`src/rtl/rule_set_pkg.sv`:
```
// Shared rule-ID set types and set/bitmap conversion helpers for the
// per-field match trees and the intersect stage.
package rule_set_pkg;

  localparam int NUM_RULE_ID   = 8;
  localparam int RULE_ID_WIDTH = 3;
  localparam int SLOT_WIDTH    = 1 + RULE_ID_WIDTH;
  localparam int SET_WIDTH     = NUM_RULE_ID * SLOT_WIDTH;

  typedef logic [0:SET_WIDTH-1]     rule_set_t;
  typedef logic [NUM_RULE_ID-1:0]   rule_bitmap_t;
  typedef logic [RULE_ID_WIDTH-1:0] rule_id_t;

  // Invalid slots are skipped whatever their ID bits; duplicates simply OR.
  function automatic rule_bitmap_t set_to_bitmap(input rule_set_t s);
    rule_bitmap_t bm;
    rule_id_t     id;
    bm = '0;
    for (int k = 0; k < NUM_RULE_ID; k++) begin
      id = s[k*SLOT_WIDTH+1 +: RULE_ID_WIDTH];
      if (s[k*SLOT_WIDTH]) bm[id] = 1'b1;
    end
    return bm;
  endfunction

  // Fills from the last slot downward so IDs end up ascending and right-justified.
  function automatic rule_set_t bitmap_to_set(input rule_bitmap_t bm);
    rule_set_t s;
    int        slot;
    s    = '0;
    slot = NUM_RULE_ID - 1;
    for (int r = NUM_RULE_ID - 1; r >= 0; r--) begin
      if (bm[r]) begin
        s[slot*SLOT_WIDTH +: SLOT_WIDTH] = {1'b1, rule_id_t'(r)};
        slot--;
      end
    end
    return s;
  endfunction

  function automatic rule_id_t lowest_id(input rule_bitmap_t bm);
    rule_id_t id;
    id = '0;
    for (int r = NUM_RULE_ID - 1; r >= 0; r--) begin
      if (bm[r]) id = rule_id_t'(r);
    end
    return id;
  endfunction

endpackage

```
`src/rtl/rule_set_fifo.sv`:
```
// Small occupancy-counted FIFO for one field's rule-ID sets; drops pushes
// when full unless a pop frees a slot on the same edge.
module rule_set_fifo #(
  parameter int WIDTH = 32,
  parameter int DEPTH = 4
) (
  input  logic             clk,
  input  logic             reset,
  input  logic             push,
  input  logic             pop,
  input  logic [0:WIDTH-1] din,
  output logic [0:WIDTH-1] head,
  output logic             full,
  output logic             empty,
  output logic             overflow
);

  localparam int PTR_W = $clog2(DEPTH);
  localparam int CNT_W = PTR_W + 1;

  logic [0:WIDTH-1] mem [DEPTH];
  logic [PTR_W-1:0] rd_ptr;
  logic [PTR_W-1:0] wr_ptr;
  logic [CNT_W-1:0] count;
  logic             do_push;
  logic             do_pop;

  assign full    = (count == CNT_W'(DEPTH));
  assign empty   = (count == '0);
  assign do_pop  = pop && !empty;
  assign do_push = push && (!full || do_pop);
  assign head    = mem[rd_ptr];

  always_ff @(posedge clk) begin
    if (do_push) mem[wr_ptr] <= din;
  end

  always_ff @(posedge clk or posedge reset) begin
    if (reset) begin
      rd_ptr   <= '0;
      wr_ptr   <= '0;
      count    <= '0;
      overflow <= 1'b0;
    end else begin
      if (do_push) wr_ptr <= wr_ptr + 1'b1;
      if (do_pop)  rd_ptr <= rd_ptr + 1'b1;
      case ({do_push, do_pop})
        2'b10:   count <= count + 1'b1;
        2'b01:   count <= count - 1'b1;
        default: count <= count;
      endcase
      if (push && !do_push) overflow <= 1'b1;
    end
  end

endmodule

```
`src/rtl/rule_set_intersect.sv`:
```
// Pairs SIP and DIP rule-ID sets in arrival order, ANDs them and reports the
// intersected set plus the lowest (highest-priority) matching rule ID.
module rule_set_intersect
  import rule_set_pkg::*;
#(
  parameter int FIFO_DEPTH = 4
) (
  input  logic                     clk,
  input  logic                     reset,
  input  logic                     sip_valid,
  input  logic [0:SET_WIDTH-1]     sip_set,
  input  logic                     dip_valid,
  input  logic [0:SET_WIDTH-1]     dip_set,
  output logic                     out_valid,
  output logic [0:SET_WIDTH-1]     out_set,
  output logic                     out_match_valid,
  output logic [RULE_ID_WIDTH-1:0] out_match_id,
  output logic                     sip_overflow,
  output logic                     dip_overflow
);

  rule_set_t    sip_head;
  rule_set_t    dip_head;
  logic         sip_full;
  logic         dip_full;
  logic         sip_empty;
  logic         dip_empty;
  logic         pop;
  logic         s1_valid;
  rule_bitmap_t s1_and;
  logic         unused_full;

  assign pop         = !sip_empty && !dip_empty;
  assign unused_full = sip_full ^ dip_full;

  rule_set_fifo #(.WIDTH(SET_WIDTH), .DEPTH(FIFO_DEPTH)) u_sip_fifo (
    .clk      (clk),
    .reset    (reset),
    .push     (sip_valid),
    .pop      (pop),
    .din      (sip_set),
    .head     (sip_head),
    .full     (sip_full),
    .empty    (sip_empty),
    .overflow (sip_overflow)
  );

  rule_set_fifo #(.WIDTH(SET_WIDTH), .DEPTH(FIFO_DEPTH)) u_dip_fifo (
    .clk      (clk),
    .reset    (reset),
    .push     (dip_valid),
    .pop      (pop),
    .din      (dip_set),
    .head     (dip_head),
    .full     (dip_full),
    .empty    (dip_empty),
    .overflow (dip_overflow)
  );

  always_ff @(posedge clk or posedge reset) begin
    if (reset) begin
      s1_valid <= 1'b0;
      s1_and   <= '0;
    end else begin
      s1_valid <= pop;
      s1_and   <= pop ? (set_to_bitmap(sip_head) & set_to_bitmap(dip_head)) : '0;
    end
  end

  // Payload outputs are forced to zero whenever out_valid is low.
  always_ff @(posedge clk or posedge reset) begin
    if (reset) begin
      out_valid       <= 1'b0;
      out_set         <= '0;
      out_match_valid <= 1'b0;
      out_match_id    <= '0;
    end else begin
      out_valid <= s1_valid;
      if (s1_valid) begin
        out_set         <= bitmap_to_set(s1_and);
        out_match_valid <= |s1_and;
        out_match_id    <= lowest_id(s1_and);
      end else begin
        out_set         <= '0;
        out_match_valid <= 1'b0;
        out_match_id    <= '0;
      end
    end
  end

endmodule

```
`config.mk`:
```
export PLATFORM = sky130hd
export DESIGN_NAME = rule_set_intersect
export DESIGN_NICKNAME = d
export VERILOG_FILES = /design/src/rtl/rule_set_pkg.sv /design/src/rtl/rule_set_fifo.sv /design/src/rtl/rule_set_intersect.sv
export SDC_FILE = /design/constraint.sdc
export NUM_CORES = 1
export LEC_CHECK = 0
export ABC_AREA = 1
export CORE_MARGIN = 8
export CORE_UTILIZATION = 40
export CTS_CLUSTER_DIAMETER = 200
export DETAILED_ROUTE_END_ITERATION = 10
export PLACE_DENSITY = 0.62
export RECOVER_POWER = 100
export SETUP_SLACK_MARGIN = 0.1
export SYNTH_ARGS = -nofsm -noshare
export SYNTH_HDL_FRONTEND = slang
export SYNTH_SLANG_ARGS = --single-unit
export TNS_END_PERCENT = 10
```
`constraint.sdc`:
```
create_clock -name clk -period 7.3 [get_ports clk]
set_input_delay 1.095 -clock clk [delete_from_list [all_inputs] [get_ports clk]]
set_output_delay 1.095 -clock clk [all_outputs]
set_load 0.05 [all_outputs]
```
# == Word-level counts from Yosys, hierarchy flattened ==
# Memory sizes are Yosys's and may differ from the RTL's.
# Index checks and enable logic that the tools add are counted.
# word_totals
register_bits,62
ram_bits,256
out_inout_bits,39
n_memories,2
# classes
addsub,21
order_cmp,32
eq_ne,6
shifts,14
n_mux,102
bitwise,22
reduce_logical,36
# memory_table
memory,words,word_bits,rd,rd_clocked_by_memory_dff,write_ports,line_no,rtl
u_dip_fifo.mem,4,32,1,0,1,rule_set_fifo.sv:21,logic [0:WIDTH-1] mem [DEPTH];
u_sip_fifo.mem,4,32,1,0,1,rule_set_fifo.sv:21,
# op_table
cell,n
2-to-1 mux 32 bit,14
2-to-1 mux 30 bit,13
negation 32 -> 33 bit,7
"variable shift 33 x 33 -> 32 bit, first input constant",7
"indexed part select 33 x 33 -> 32 bit, first input constant",7
bitwise mux 32 bit,7
inverter 32 bit,7
"subtractor 30 x 2 -> 30 bit, second input constant",6
2-to-1 mux 8 bit,17
OR 8 bit,14
"< comparator 3 x 4 -> 1 bit, second input constant",16
demux 1 bit (select 3 bit),16
"greater-or-equal comparator 3 x 1 -> 1 bit, second input constant",16
2-to-1 mux 3 bit,9
logical AND 1 bit,23
2-to-1 mux 1 bit,22
one-hot mux 3 bit (2 select lines),2
"adder 2 x 1 -> 2 bit, second input constant",4
AND 8 bit,1
2-to-1 mux 4 bit,2
OR reduction 8 bit,1
"adder 3 x 1 -> 3 bit, second input constant",2
"equality test 3 bit, second input constant",2
zero test 1 bit,6
other kinds (6),12

# == Longest topological paths before layout ==
# depth
ltp_word,26
mapped_depth,29
ltp_nobuf,29

# == By module ==
# Synthesis repeated with hierarchy kept, for this count alone.
# hier_totals
hier_cells,1498
hier_area_um2,15471.1
# by_module_without_submodules
module,instances,cells_per_inst,area_per_inst_um2
rule_set_fifo,2,409,5405.2
rule_set_intersect,1,680,4660.7

# == Least setup slack after synthesis ==
# Ideal clock, no wire load.
# synth_timing
path_kind,register -> register
from,reg s1_and[5]
to,reg out_set[29] (netlist bit)
setup_ps,114
arrival_ps,3717
t_required_ps,7186
setup_slack_ps,3469
stages_incl_launch_ff,26
path_buffers,1
path_cell_list,dfrtp_1 > buf_4 > inv_2 > fa_1 > ha_1 > or2_1 > nand2_4 > ha_1 > nand2_1 > nand2_4 > ha_1 > nand2_1 > nor2_2 > nand3_2 > nand2_1 > inv_1 > ha_1 > or2_1 > nor2_4 > nand3_2 > inv_2 > nand2_2 > nand2_1 > inv_1 > nand3_1 > inv_1
# synth_between
elab_chain_cells,20
elab_cells_between_ends,51
classes_between,9 x add/sub; 10 x shift; 27 x mux; 5 x bitwise
# synth_lines
item,line_no,rtl
start: declaration,rule_set_intersect.sv:30,rule_bitmap_t s1_and;
start signal: assignment,rule_set_intersect.sv:66,s1_and <= pop ? (set_to_bitmap(sip_head) & set_to_bitmap(dip_head)) : '0;
2-to-1 mux 30 bit,rule_set_pkg.sv:33,if (bm[r]) begin
2-to-1 mux 30 bit,rule_set_intersect.sv:79,if (s1_valid) begin
subtractor 30 x 2 -> 30 bit or inverter 32 bit (tied branches),"rule_set_pkg.sv:35, rule_set_pkg.sv:34",
2-to-1 mux 30 bit or negation 32 -> 33 bit (tied branches),"rule_set_pkg.sv:33, rule_set_pkg.sv:34",
"2-to-1 mux 30 bit, or another cell as far along",rule_set_intersect.sv:79,
"subtractor 30 x 2 -> 30 bit, or another cell as far along",rule_set_pkg.sv:35,slot--;
"2-to-1 mux 30 bit, or another cell as far along",rule_set_pkg.sv:33,
"2-to-1 mux 30 bit, or another cell as far along",rule_set_intersect.sv:79,
(+4 left out),--,
"2-to-1 mux 30 bit, or another cell as far along",rule_set_pkg.sv:33,
"2-to-1 mux 30 bit, or another cell as far along",rule_set_intersect.sv:79,
inverter 32 bit (not written as such) or bitwise mux 32 bit (tied branches),rule_set_pkg.sv:34,"s[slot*SLOT_WIDTH +: SLOT_WIDTH] = {1'b1, rule_id_t'(r)};"
negation 32 -> 33 bit or 2-to-1 mux 32 bit (tied branches),"rule_set_pkg.sv:34, rule_set_pkg.sv:33",
"indexed part select 33 x 33 -> 32 bit, or another cell as far along",rule_set_pkg.sv:34,
bitwise mux 32 bit,rule_set_pkg.sv:34,
2-to-1 mux 32 bit (*),rule_set_pkg.sv:33,
2-to-1 mux 32 bit (*),rule_set_intersect.sv:79,
end signal: assignment,rule_set_intersect.sv:80,out_set <= bitmap_to_set(s1_and);
end: declaration,rule_set_intersect.sv:15,"output logic [0:SET_WIDTH-1] out_set,"
# Every way passes the cells marked *; elsewhere a longest branch is shown, timed or not. The select of a mux whose other input is x is not followed.
# A chain may end at the register's enable or synchronous reset.

# == Worst setup path after layout ==
# layout_timing
from,reg u_sip_fifo.rd_ptr[0]
to,reg s1_and[5]
# layout_between
elab_chain_cells,22
elab_cells_between_ends,58
classes_between,16 x order compare; 25 x mux; 8 x bitwise; 8 x reduce/logical; 1 x memory
# layout_lines
item,line_no,rtl
start: declaration,rule_set_fifo.sv:22,logic [PTR_W-1:0] rd_ptr;
start signal: assignment,rule_set_fifo.sv:46,if (do_pop) rd_ptr <= rd_ptr + 1'b1;
memory read (4 x 32 bit) (*),--,
< comparator 3 x 4 -> 1 bit (not written as such) or greater-or-equal comparator 3 x 1 -> 1 bit (tied branches),rule_set_pkg.sv:21,if (s[k*SLOT_WIDTH]) bm[id] = 1'b1;
logical AND 1 bit (not written as such),rule_set_pkg.sv:21,
2-to-1 mux 1 bit (not written as such),rule_set_pkg.sv:21,
demux 1 bit (select 3 bit),rule_set_pkg.sv:21,
2-to-1 mux 8 bit,rule_set_pkg.sv:21,
OR 8 bit (no line),--,
2-to-1 mux 8 bit,rule_set_pkg.sv:21,
(+6 left out),--,
OR 8 bit (no line),--,
2-to-1 mux 8 bit,rule_set_pkg.sv:21,
OR 8 bit (no line),--,
2-to-1 mux 8 bit,rule_set_pkg.sv:21,
OR 8 bit (no line),--,
2-to-1 mux 8 bit (*),rule_set_pkg.sv:21,
AND 8 bit (*),rule_set_intersect.sv:66,
2-to-1 mux 8 bit (*),rule_set_intersect.sv:66,
# Every way passes the cells marked *; elsewhere a longest branch is shown, timed or not.

==> qor.txt <==
Outcome: finished with violations
Failing checks: capacitance limit, slew limit
Final setup fails: 0
R2r worst-path depth: 10
Top post-synthesis cells by count: nand2_1, edfxtp_1, nor2_1, inv_1, a21oi_1
Dpl cells: 1,990
YS warnings: 0
Tmin final: 4.70 ns
Ys flop type: edfxtp_1
Combinational group share of total power: 44.2%
Post-DP HPWL: 24.4 mm
R2r endpoint: s1_and[5]$_DFF_PP0_
Syn avg cell area: 10.4 sq um
Count leader, synth: nand2_1
Fin crit share: 64.4%
Arrival time at the worst endpoint: 5.10 ns
Clock skew: 0.0172 ns
Starting Density: 40.3%
Metal2 WL: 16.9 mm
Synth Cell Area: 0.0150 sq mm
Internal power: 0.00444 W
Total core area: 0.0373 sq mm
Critical R2R Launch: u_sip_fifo.rd_ptr[0]$_DFFE_PP0P_
Syn_nets: 1,539
Leak Pwr: 7.11 nW
Clock share of power: 22.3%
CP cell instances: clkinv_1, clkbuf_1, nand2_1, a32oi_1, inv_1, nor2_1, a22oi_1, nand4_1, nand2_1, a21oi_1
WL/cell: 17.4 microns
Final Cell Area: 0.0177 sq mm
RePlAce Congestion: 0.918
Hold Worst Slack: 0.468 ns
GRT Overall Usage: 16.3%
Sw frac: 42.3%
Slowest stage delay, CP: 1.86 ns
H-Tree Depth: 2
CP Capture Type: flip-flop
Die Y: 210 microns
Unrepaired setup endpoints after global routing: no
Slowest-stage cell, CP: clkbuf_1
Min-Delay Endpoint: u_sip_fifo.overflow$_DFFE_PP0P_
Placed cell areas: 0.0166 sq mm
Wl on met1: 16.1 mm
Initial antenna violation count: 5
Final Max Slew Viols: 388
Register bit total from synthesis: 318
Hold_sp: u_sip_fifo.overflow$_DFFE_PP0P_
Leading area contributor after synthesis: edfxtp_1
I/O Buffers: 106
Yosys cell types: 56
Nets@finish: 1,650
GR Overflow Total: 0
Synth area leaders: edfxtp_1, dfrtp_1, nand2_1, nor2_1, inv_1
Die Width: 210 microns
HP Class: flip-flop to flip-flop
Sequential area share after synthesis: 61.4%
EDFF count, synth: 256
Root Buffer: clkbuf_16
Worst-Skew Late Latency: 0.53 ns
CP Class: flip-flop to flip-flop
Seq pwr share: 33.5%
Power Density: 435 mW/mm^2
Slew of the pin with the lowest slew margin: 3.23 ns
Drt drc: 0
Max VDD drop: 0.168 mV
Ports: 107
Clock Sinks: 318
Die ar.: 0.0441 sq mm
Fmax: 213 MHz
Final count of hold timing violations: 0
Post-CTS Resized: 0
Worst setup SP type: flip-flop
Max-capacitance violation count: 10
Clk buf depth: 3
CP required: 7.70 ns
R2r setup slk: 2.60 ns
Routed wl met3: 1.80 mm
Worst-path fanout max: 60
Delay-heaviest family, CP: buffers and inverters
Cts bufs inserted: 35
Hold Path Stages: 1
Max_slew headroom: -116%
Setup bufs post-CTS: 0
Via density: 5.20
Layout Cells excl Fill: 2,053
CTS Hold Bufs: 0
Via Count: 10,672
Post-synth ARST share: 19.5%
Share of cells above drive strength 1: 9.96%
P_sw: 0.00326 W
Yosys top cell area share: 51.1%
Cell Rows: 71
Pre-antenna DRT Iters: 5
Setup TNS: 0 ns
Largest net degree at the start of global routing: 66
Post-Route WL: 35.8 mm
Most frequent CP cell: nand2_1
Gate Count Post-Synth: 1,442
Worst Path Buf+Inv: 3
Routed Antenna Nets: 0
CTS tree: yes
First-pass GRT wire length: 57.0 mm
Reg clk slew, reported paths: 0.06 ns
Highest Signal Layer: met5
Vias in the first global route: 10,467
Syn-to-layout area delta: 17.7%
Iter 0 DRT Violations: 767
[metal layers]
metal / track usage [%] / up-vias
li1: - / 5224
met1: 21.2 / 5144
met2: 26.6 / 241
met3: 3.01 / 57
met4: 6.71 / 6
met5: 0 / -
[area by class of cell]
type	count	area (sq um)
Timing Repair Buffer	122	1140
Clock inverter	13	104
Tap cell	474	593
Fill cell	3407	19600
Inverter	151	567
Multi-Input combinational cell	925	5000
Sequential cell	318	9240
Clock buffer	48	1040
Antenna cell	2	5.00
[stage by stage]
stage	setup slack, ns	utilization [%]	power, W
6_report	2.60	47.4	0.00770
3_5_place_dp	3.05	44.6	0.00607
2_1_floorplan	3.47	-	0.00503
4_1_cts	3.02	47.6	0.00782
5_1_grt	2.04	47.4	0.00826
3_3_place_gp	3.08	44.6	0.00603
[logic make-up (layout without fill, tap and decap cells)]
kind of cell	after synthesis	after routing	synth area share [%]
AND/OR/NAND/NOR	661	661	20.3
XOR/XNOR	9	9	0.574
buffers and inverters	199	334	5.20
multiplexers	1	1	0.0666
AO/OA/AOI/OAI	225	225	9.90
other	0	2	0
flip-flops	318	318	61.4
adder cells (fa/ha/maj)	29	29	2.56
[sequential cells by signal (all words and copies together), names as in the netlist]
| signal | flops |
|---|---|
| u_dip_fifo.overflow | 1 |
| out_match_valid | 1 |
| out_set | 32 |
| u_dip_fifo.mem | 128 |
| u_dip_fifo.count | 3 |
| out_match_id | 3 |
| s1_valid | 1 |
| u_sip_fifo.wr_ptr | 2 |
| u_sip_fifo.mem | 128 |
| out_valid | 1 |
| u_sip_fifo.count | 3 |
| u_dip_fifo.rd_ptr | 2 |
| s1_and | 8 |
| u_sip_fifo.overflow | 1 |
| u_dip_fifo.wr_ptr | 2 |
| u_sip_fifo.rd_ptr | 2 |
[layout by cell type, fill, tap and decap left out, types with 10 or more instances in the layout]
| cell | instances |
|---|---|
| a21oi_1 | 80 |
| a32o_1 | 18 |
| a32oi_1 | 32 |
| clkbuf_1 | 15 |
| clkbuf_16 | 39 |
| dfrtp_1 | 61 |
| dlygate4sd3_1 | 105 |
| edfxtp_1 | 256 |
| ha_1 | 26 |
| inv_1 | 131 |
| inv_2 | 13 |
| nand2_1 | 303 |
| nand2_2 | 14 |
| nand3_1 | 65 |
| nand3_2 | 12 |
| nand4_1 | 14 |
| nor2_1 | 157 |
| nor2_2 | 15 |
| nor3_1 | 24 |
| nor4_1 | 10 |
| o21ai_0 | 41 |
| or2_2 | 14 |
[power by group through the flow]
stage | registers [W] | clock network [W] | logic (W)
after CTS | 0.00256 | 0.00176 | 0.00349
after floorplan | 0.00268 | 0 | 0.00235
final | 0.00258 | 0.00172 | 0.00340
after global routing | 0.00262 | 0.00183 | 0.00382
after global placement | 0.00259 | 0 | 0.00344
after detailed placement | 0.00260 | 0 | 0.00347
[worst max path at each step]
stage / from / end / slack [ns] / depth (start not counted)
6_report: u_sip_fifo.rd_ptr[0]$_DFFE_PP0P_ / s1_and[5]$_DFF_PP0_ / 2.60 / 10
5_1_grt: u_sip_fifo.rd_ptr[0]$_DFFE_PP0P_ / s1_and[6]$_DFF_PP0_ / 2.04 / 9
4_1_cts: s1_and[5]$_DFF_PP0_ / out_set[30]$_DFF_PP0_ / 3.02 / 25
3_5_place_dp: s1_and[5]$_DFF_PP0_ / out_set[30]$_DFF_PP0_ / 3.05 / 25
3_3_place_gp: s1_and[5]$_DFF_PP0_ / out_set[29]$_DFF_PP0_ / 3.08 / 25
2_1_floorplan: s1_and[5]$_DFF_PP0_ / out_set[29]$_DFF_PP0_ / 3.47 / 25
Note: power is estimated with default switching activity, not from simulation.
